===== src/rtl/exc_ctrl.sv =====
// Exception/interrupt sequencer between MEM and CP0: picks the highest-priority
// event and drives a one-cycle CP0 entry followed by a fixed-length pipeline flush.
//
// state | meaning
// IDLE  | watching the MEM stage for exceptions and interrupts
// ENTRY | one cycle presenting the latched event to CP0, flush starts
// FLUSH | flush held until the down-counter reaches zero
module exc_ctrl #(
  parameter logic [31:0] EXC_VECTOR   = 32'h0000_0020,
  parameter int          FLUSH_CYCLES = 2
) (
  input  logic        clk,
  input  logic        rst,
  input  logic        mem_valid_i,
  input  logic [31:0] mem_pc_i,
  input  logic        mem_in_delayslot_i,
  input  logic        mem_syscall_i,
  input  logic        mem_ri_i,
  input  logic        mem_trap_i,
  input  logic        mem_ov_i,
  input  logic        mem_eret_i,
  input  logic [31:0] cp0_status_i,
  input  logic [31:0] cp0_cause_i,
  input  logic [31:0] cp0_epc_i,
  input  logic        wb_cp0_we_i,
  input  logic [4:0]  wb_cp0_waddr_i,
  input  logic [31:0] wb_cp0_wdata_i,
  output logic [31:0] excepttype_o,
  output logic [31:0] current_inst_addr_o,
  output logic        is_in_delayslot_o,
  output logic        flush_o,
  output logic [31:0] new_pc_o,
  output logic        busy_o
);

  typedef enum logic [1:0] {IDLE, ENTRY, FLUSH} state_t;

  // ENTRY already accounts for one flush cycle and the counter is zero-terminated.
  localparam logic [3:0] CNT_LOAD = (FLUSH_CYCLES > 1) ? 4'(FLUSH_CYCLES - 2) : 4'd0;

  state_t      state_q, state_d;
  logic [3:0]  cnt_q;
  logic [31:0] code_q, pc_q, target_q;
  logic        ds_q;

  logic [31:0] status_eff, cause_eff, epc_eff;
  logic        int_pend;
  logic [31:0] det_code;

  always_comb begin
    status_eff = cp0_status_i;
    cause_eff  = cp0_cause_i;
    epc_eff    = cp0_epc_i;
    if (wb_cp0_we_i) begin
      if (wb_cp0_waddr_i == 5'd12) status_eff = wb_cp0_wdata_i;
      if (wb_cp0_waddr_i == 5'd13) cause_eff[9:8] = wb_cp0_wdata_i[9:8];
      if (wb_cp0_waddr_i == 5'd14) epc_eff = wb_cp0_wdata_i;
    end
  end

  assign int_pend = status_eff[0] & ~status_eff[1] & (|(cause_eff[15:8] & status_eff[15:8]));

  always_comb begin
    det_code = 32'h0;
    if (mem_valid_i) begin
      if      (int_pend)      det_code = 32'h1;
      else if (mem_syscall_i) det_code = 32'h8;
      else if (mem_ri_i)      det_code = 32'ha;
      else if (mem_trap_i)    det_code = 32'hd;
      else if (mem_ov_i)      det_code = 32'hc;
      else if (mem_eret_i)    det_code = 32'he;
    end
  end

  always_ff @(posedge clk or negedge rst) begin
    if (!rst) begin
      state_q  <= IDLE;
      cnt_q    <= 4'd0;
      code_q   <= 32'h0;
      pc_q     <= 32'h0;
      ds_q     <= 1'b0;
      target_q <= 32'h0;
    end else begin
      state_q <= state_d;
      case (state_q)
        IDLE: begin
          if (det_code != 32'h0) begin
            code_q   <= det_code;
            pc_q     <= mem_pc_i;
            ds_q     <= mem_in_delayslot_i;
            target_q <= (det_code == 32'he) ? epc_eff : EXC_VECTOR;
          end
        end
        ENTRY: cnt_q <= CNT_LOAD;
        FLUSH: if (cnt_q != 4'd0) cnt_q <= cnt_q - 4'd1;
        default: cnt_q <= 4'd0;
      endcase
    end
  end

  always_comb begin
    state_d             = state_q;
    excepttype_o        = 32'h0;
    current_inst_addr_o = 32'h0;
    is_in_delayslot_o   = 1'b0;
    flush_o             = 1'b0;
    new_pc_o            = 32'h0;
    busy_o              = 1'b0;
    case (state_q)
      IDLE: begin
        if (det_code != 32'h0) state_d = ENTRY;
      end
      ENTRY: begin
        excepttype_o        = code_q;
        current_inst_addr_o = pc_q;
        is_in_delayslot_o   = ds_q;
        flush_o             = 1'b1;
        new_pc_o            = target_q;
        busy_o              = 1'b1;
        state_d             = (FLUSH_CYCLES > 1) ? FLUSH : IDLE;
      end
      FLUSH: begin
        flush_o  = 1'b1;
        new_pc_o = target_q;
        busy_o   = 1'b1;
        if (cnt_q == 4'd0) state_d = IDLE;
      end
      default: state_d = IDLE;
    endcase
  end

endmodule


===== config.mk =====
export PLATFORM = sky130hd
export DESIGN_NAME = exc_ctrl
export DESIGN_NICKNAME = d
export VERILOG_FILES = /design/src/rtl/exc_ctrl.sv
export SDC_FILE = /design/constraint.sdc
export NUM_CORES = 1
export LEC_CHECK = 0
export CORE_MARGIN = 4
export CORE_UTILIZATION = 34
export DETAILED_ROUTE_END_ITERATION = 12
export PLACE_DENSITY = 0.78
export REMOVE_ABC_BUFFERS = 1
export SLEW_MARGIN = 0
export SYNTH_ARGS = -nofsm -noshare
export SYNTH_HDL_FRONTEND = slang
export SYNTH_SLANG_ARGS = --single-unit

===== constraint.sdc =====
create_clock -name clk -period 1.9 [get_ports clk]
set_input_delay 0.285 -clock clk [delete_from_list [all_inputs] [get_ports clk]]
set_output_delay 0.285 -clock clk [all_outputs]
set_load 0.005 [all_outputs]

==> metrics.md <==
| Metric | Value |
|---|---|
| DRT antenna net count | 0 |
| Flops & latches, synth | 75 |
| Min Hold Slack | 455 ps |
| CP required | 2110 ps |
| Die area | 14800 sq um |
| Largest family of logic cells by synthesized area | multiplexers |
| Crit end category | register |
| DR top layer | met4 |
| Number of flops mapped to enable cells by yosys | 0 |
| Routed vias | 3994 |
| DRC violations left | 0 |
| Mapped Area | 4380 sq um |
| Core Box Area | 12600 sq um |
| Compound-Gate Fraction of Synth Area | 15.3% |
| Crit path DAT | 2800 ps |
| Initial antenna violation count | 1 |
| Setup TNS | -46270 ps |
| Width of the die | 121 um |
| Initial Util | 34.7% |
| Clock skew | 6.92 ps |
| Mapped Cells | 373 |
| Fmax | 386 MHz |
| Xor/xnor share of the synthesized area | 0% |
| Routability cong. | 0.800 |
| DRT iter0 DRCs | 184 |
| Sequential share of power | 24.9% |
| WL final | 16.7 mm |
| Post-Synth Simple-Gate Area | 14.0% |
| Adder-cell share of the synthesized area | 1.43% |
| Htree depth | 3 |
| Drt first pass iters | 4 |
| Distinct cells, synth | 39 |
| RSZ-0062 raised after global routing | true |
| First-pass GRT wire length | 25.1 mm |
| Top_reg_cell synth | dfrtp_1 |
| Total clock sinks | 75 |
| Ys Warns | 0 |
| Wirelength per Cell | 20.4 um |
| HP Class | primary input to async pin |
| Rows | 41 |
| Maximum number of pins on one net before global-route repair | 45 |
| Max Buffers Root-to-Sink | 2 |
| Area Growth Syn to Fin | 91.9% |
| Ys async rst share | 100% |
| Register-to-register setup slack | -30 ps |
| Number of global-route vias before repair | 4498 |
| Outcome | finished, violations left |
| CTS tree | done |
| Comb pwr share | 57.3% |
| Most frequent cells in the layout | 121 x clkdlybuf4s50_1, 85 x buf_6, 75 x dfrtp_1 |
| CP Launch Type | primary input |
| WS Path Type | primary input to register |
| Net switching power | 0.00286 W |
| Pwr/cell area | 1120 nW/um^2 |
| Slew HR | 61.5% |
| DP HPWL | 9.92 mm |
| VDD IR max | 0.798 mV |
| Fin crit share | 136% |
| PnR worst setup slack | -689 ps |
| Worst R2R Start | cnt_q[0]$_DFFE_PN0P_ |
| Final hold vios | 0 |
| Post-Place Setup Slack | -1530 ps |
| Sequential share of the synthesized area | 42.9% |
| Global route overflow | 0 |
| Final setup viols | 112 |
| Pint | 0.00651 W |
| Wire length on met3 | 1.37 mm |
| Switching share of power | 30.5% |
| Commonest non-fill, non-tap cell in the layout | clkdlybuf4s50_1 |
| Clock latency on the worst-skew pair | 330 ps |
| Least-Margin Pin Slew | 572 ps |
| CTS Buf Count | 9 |
| I/O pin count | 274 |
| Count of pins over their slew limit | 0 |
| Leakage | 3.76 nW |
| Worst-path clk slew | 60 ps |
| RR Endpoint | state_q[1]$_DFFE_PN0P_ |
| Failing checks | negative setup slack |
| WL met1 | 6.05 mm |
| CP startpoint | wb_cp0_we_i |
| Root Driver | clkbuf_16 |
| Max Cap Violations | 0 |
| Clock share of power | 17.8% |
| Net count, final | 825 |
| Critical path's slowest cell | or4b_4 |
| Die H | 121 um |
| Worst reg2reg path depth | 6 |
| Final Util | 66.6% |
| PortBufs | 199 |
| Crit-path max cell delay | 630 ps |
| Share of post-route cells with drive strength above 1 | 49.7% |
| Fin area | 8400 sq um |
| Total GRT Usage | 22.4% |
| Critical-path cell list | buf_6, nand3_4, nor4_4, buf_4, mux2_4, a221oi_2, a41oi_2, buf_4, or4b_4, buf_12, a2bb2oi_2 |
| Cell Area, Placed | 6760 sq um |
| Mux share of post-synthesis cell area | 18.1% |
| Clock period minus worst slack | 2590 ps |
| Most prevalent standard cell on the critical path | buf_4 |
| DR vias/cell | 4.86 |
| Crit path to | target_q[5]$_DFFE_PN0P_ |
| Avg Inst Size Synth | 11.7 sq um |
| DR WL met2 | 8.87 mm |
| CP Max Fanout | 8 |
==> repair_timing <==
action	CTS	global route
buffers inserted	30	10
hold buffers	1	0
hold endpoints to repair	31	0
endpoints found under the setup margin	142	142
resized for setup	476	80
cloned	17	3
pin swaps	43	13
==> sequential cells by signal (all words and copies together) (netlist names) <==
name and count:
pc_q 32, target_q 32, code_q 4, cnt_q 4, ds_q 1, state_q 2
==> metal layers <==
metal / vias up / global-route usage (%)
met5: - / 0
met3: 29 / 6.01
met4: 0 / 8.96
met2: 201 / 40.3
met1: 1966 / 25.0
li1: 1798 / -
==> how the worst min path moves through the flow <==
stage,depth (start not counted),to,startpoint,slack (ps)
after floorplan,0,cnt_q[0]$_DFFE_PN0P_,rst,-10
after global placement,1,target_q[22]$_DFFE_PN0P_,rst,260
after detailed placement,1,target_q[22]$_DFFE_PN0P_,rst,260
after CTS,2,target_q[4]$_DFFE_PN0P_,rst,440
after global routing,2,target_q[4]$_DFFE_PN0P_,rst,490
final,2,target_q[4]$_DFFE_PN0P_,rst,450
==> cells in the mapped netlist, drive strengths merged (2+ instances only) <==
library cell   n  area, sq um
a21oi          3         15.0
a221oi         2         23.8
a22o           4         35.0
and2          70          438
buf           40          292
clkbuf        10         37.5
dfrtp         75         1880
ha             5         62.6
inv            8         30.0
mux2          40          450
mux2i         34          340
nand2          8         30.0
nand3          3         15.0
nand3b         2         15.0
nor2           7         26.3
nor2b          4         25.0
nor3           2         10.0
o211ai         2         20.0
o21ai          9         45.0
o2bb2ai       31          459
==> cell families after synthesis <==
group                    count (synthesis)
buffers and inverters                   58
multiplexers                            74
other                                    1
flip-flops                              75
AO/OA/AOI/OAI                           59
AND/OR/NAND/NOR                        101
adder cells (fa/ha/maj)                  5
==> through the flow <==
step,instances,total power (W)
floorplan,350,0.00350
global placement,763,0.00505
detailed placement,763,0.00514
CTS,824,0.00948
global route,821,0.00984
finish,821,0.00937
==> area by class of cell <==
class	count	area, sq um
antenna	1	2.50
clock buffer	12	246
clock inverter	2	37.5
fill	938	4220
inverter	8	32.5
multi-input combinational	267	2810
sequential	75	1880
tap	172	215
timing repair buffer	284	3170
==> worst max-delay path, delay by kind of cell <==
family                 cells  cell delay (ps)
buffers and inverters      4              610
AOI/OAI and AO/OA          3              540
and+or+nand+nor            3             1050
muxes                      1              300
==> power groups by stage <==
stage | sequential, W | clock, W | combinational (W)
after global routing | 0.00238 | 0.00179 | 0.00567
final | 0.00233 | 0.00166 | 0.00537
after CTS | 0.00230 | 0.00170 | 0.00547
after floorplan | 0.00220 | 0 | 0.00130
after detailed placement | 0.00227 | 0 | 0.00286
after global placement | 0.00225 | 0 | 0.00280
Note: power is estimated with default switching activity, not from simulation.
==> RTL edit (same settings) <==
The 3 states of `state_t` get a one-hot encoding in 3 bits.
--- a/src/rtl/exc_ctrl.sv
+++ b/src/rtl/exc_ctrl.sv
@@ -34,5 +34,5 @@
 );
 
-  typedef enum logic [1:0] {IDLE, ENTRY, FLUSH} state_t;
+  typedef enum logic [2:0] {IDLE = 3'b001, ENTRY = 3'b010, FLUSH = 3'b100} state_t;
 
   // ENTRY already accounts for one flush cycle and the counter is zero-terminated.
Function: no difference found for any inputs over 4 cycles, from zero or initial values and one cycle with rst low; so few cycles prove little.
==> RTL edit against the original RTL <==
The flow still finishes with violations (setup timing); maximum frequency grew 19%; area after synthesis grew 29%; sequential power grew 2%; sequential cell count grew 1; worst setup slack gained 420 ps; routed wire length grew 48%; cell area grew 24%; power shrank 4.0%; die area grew 27%; non-clock buffer count grew 75; worst hold slack lost 37 ps; final cell count grew 47%; global-route usage grew 1.6 points.
==> RTL edit: results <==
[clock_network]
clockBufferDepth = 2
clk_pin_slew_worst_paths_ps = 60
htreeDepth = 3
clock_latency_ps = 340
cts_made_buffers = 9
cts-root-buf = "clkbuf_16"

[final_layout]
top_regs = "pc_q (32), target_q (32)"
n_antenna_cell = 0
final_nets = 1165
drive_gt1_share_pct = 42.45
nFillCells = 1261

[critical_path]
crit_slowest_cell = "or4_4"
crit_fanout = 5
cp.arrival_ps = 2380
critical_path.max_stage_delay_ps = 490

[detailed_routing]
dr.pass1.iters = 5
drt_iter0_drc = 572
vias = 6686
vias_per_cell = 5.526
post_drt_wl_per_cell_um = 20.47

[logic_synthesis]
synth_commonest_cells = "dfrtp_1, nand2_1, clkbuf_1, and2_1, o221ai_1"
synth_cell_types = 51
synth.area.mux_share_pct = 6.801
synth_warnings = 0
synth-compound-area-share_pct = 23.66
synthAdderAreaFrac_pct = 0.2215
ys_top_cells_by_area = "dfrtp_1, o221ai_1, mux2i_1, and2_1, o211ai_1"
async_reset_ff_share_pct = 100.0
ys_seq_area_share_pct = 33.70
synth_ff_type = "dfrtp_1"
synth_area_per_cell_um2 = 8.209
yosys.area_share.xor_xnor_pct = 0

[place]
dp_cells = 1134
dp.final_hpwl_um = 14650
post_dp_cell_area_um2 = 8479
port_buffers = 199
gp_congestion = 0.8271

[min_path]
min_path_type = "in2async"

[outcome]
violations = "setup timing"
status = "finished, violations left"

[power_and_ir_drop]
p_leak_uw = 0.004290
intPower_uw = 5784
ir_drop_mv = 0.6868

[grt]
antenna_found_initial = 0
grt_pass1_wl_um = 34930
track_usage_pct = 24.00
grt_pass1_vias = 6416
grt_max_degree = 41

[timing]
skew_ps = 5.241
setup_viol_count_final = 133
fin_ws_ps = -268.5
-- RTL edit: cell types whose count changed after synthesis, moves of 30 or more --
cell,change
nand2_1,+55
o221ai_1,+47
clkbuf_1,+45
a21oi_1,+38
mux2_2,-37
nand3_1,+35
o211ai_1,+35
nor2_1,+30
o2bb2ai_2,-30
-- RTL edit: worst paths after layout --
check	slack (ps)	from	endpoint	depth (start not counted)
hold / removal	420	rst	target_q[3]$_DFFE_PN0P_	2
setup / recovery	-270	wb_cp0_waddr_i[1]	pc_q[27]$_DFFE_PN0P_	12
min in group clk	520	target_q[2]$_DFFE_PN0P_	target_q[2]$_DFFE_PN0P_	2
max in group asynchronous	830	rst	target_q[18]$_DFFE_PN0P_	3
setup reg to reg	-210	state_q[0]$_DFFE_PN1P_	pc_q[27]$_DFFE_PN0P_	9
hold reg to reg	520	target_q[2]$_DFFE_PN0P_	target_q[2]$_DFFE_PN0P_	2
-- RTL edit: critical path, delay by kind of cell --
family	cells	cell delay, ps
AO/OA/AOI/OAI	4	550
AND/OR/NAND/NOR	2	770
buffers and inverters	6	760
-- RTL edit: area by class of cell --
class / instances / share of cell area (%)
Timing Repair Buffer: 359 / 34.96
Clock inverter: 6 / 1.066
Inverter: 20 / 0.7188
Multi-Input combinational cell: 523 / 40.16
Clock buffer: 10 / 2.288
Tap cell: 216 / 2.588
Sequential cell: 76 / 18.22
-- RTL edit: power groups by stage --
| stage | Combinational (µW) | Clock (µW) | Sequential [µW] |
|---|---|---|---|
| detailed placement | 2930 | 0 | 2350 |
| CTS | 3790 | 2080 | 2340 |
| floorplan | 1380 | 0 | 2310 |
| global route | 4850 | 2150 | 2420 |
| finish | 4550 | 2070 | 2370 |
| global placement | 2870 | 0 | 2330 |
-- RTL edit: logic make-up after synthesis --
logic type / count (synthesis)
AND/OR/NAND/NOR: 275
buffers and inverters: 116
other: 1
multiplexers: 38
adder cells (fa/ha/maj): 1
flip-flops: 76
AO/OA/AOI/OAI: 181
-- RTL edit: per-stage QoR --
stage                     TNS (ps)  worst slack, ps  utilization [%]  hold WS [ps]
after floorplan            -366940            -6137                -        -10.59
after global placement      -63490           -906.3            52.81         242.6
after detailed placement    -66300           -965.4            52.81         245.1
after CTS                   -13050           -282.2            61.22         433.4
after global routing        -23190           -313.7            65.04         450.8
final                       -14800           -268.5            65.04         417.7
-- RTL edit: timing repair --
action                                  CTS  global route
pin swaps                                28            33
setup buffers                            33            23
endpoints found under the setup margin  142           142
cloned                                   11             9
gates resized for setup                 302           271
endpoints found under the hold margin    26             0
hold buffers                              1             0
-- RTL edit: metal layers --
layer	up-vias	global-route usage (%)	wire (µm)
met5	-	0	0
met4	0	8.093	654
met3	46	4.596	1764
met2	328	40.06	12280
met1	3216	31.23	10060
li1	3096	-	-
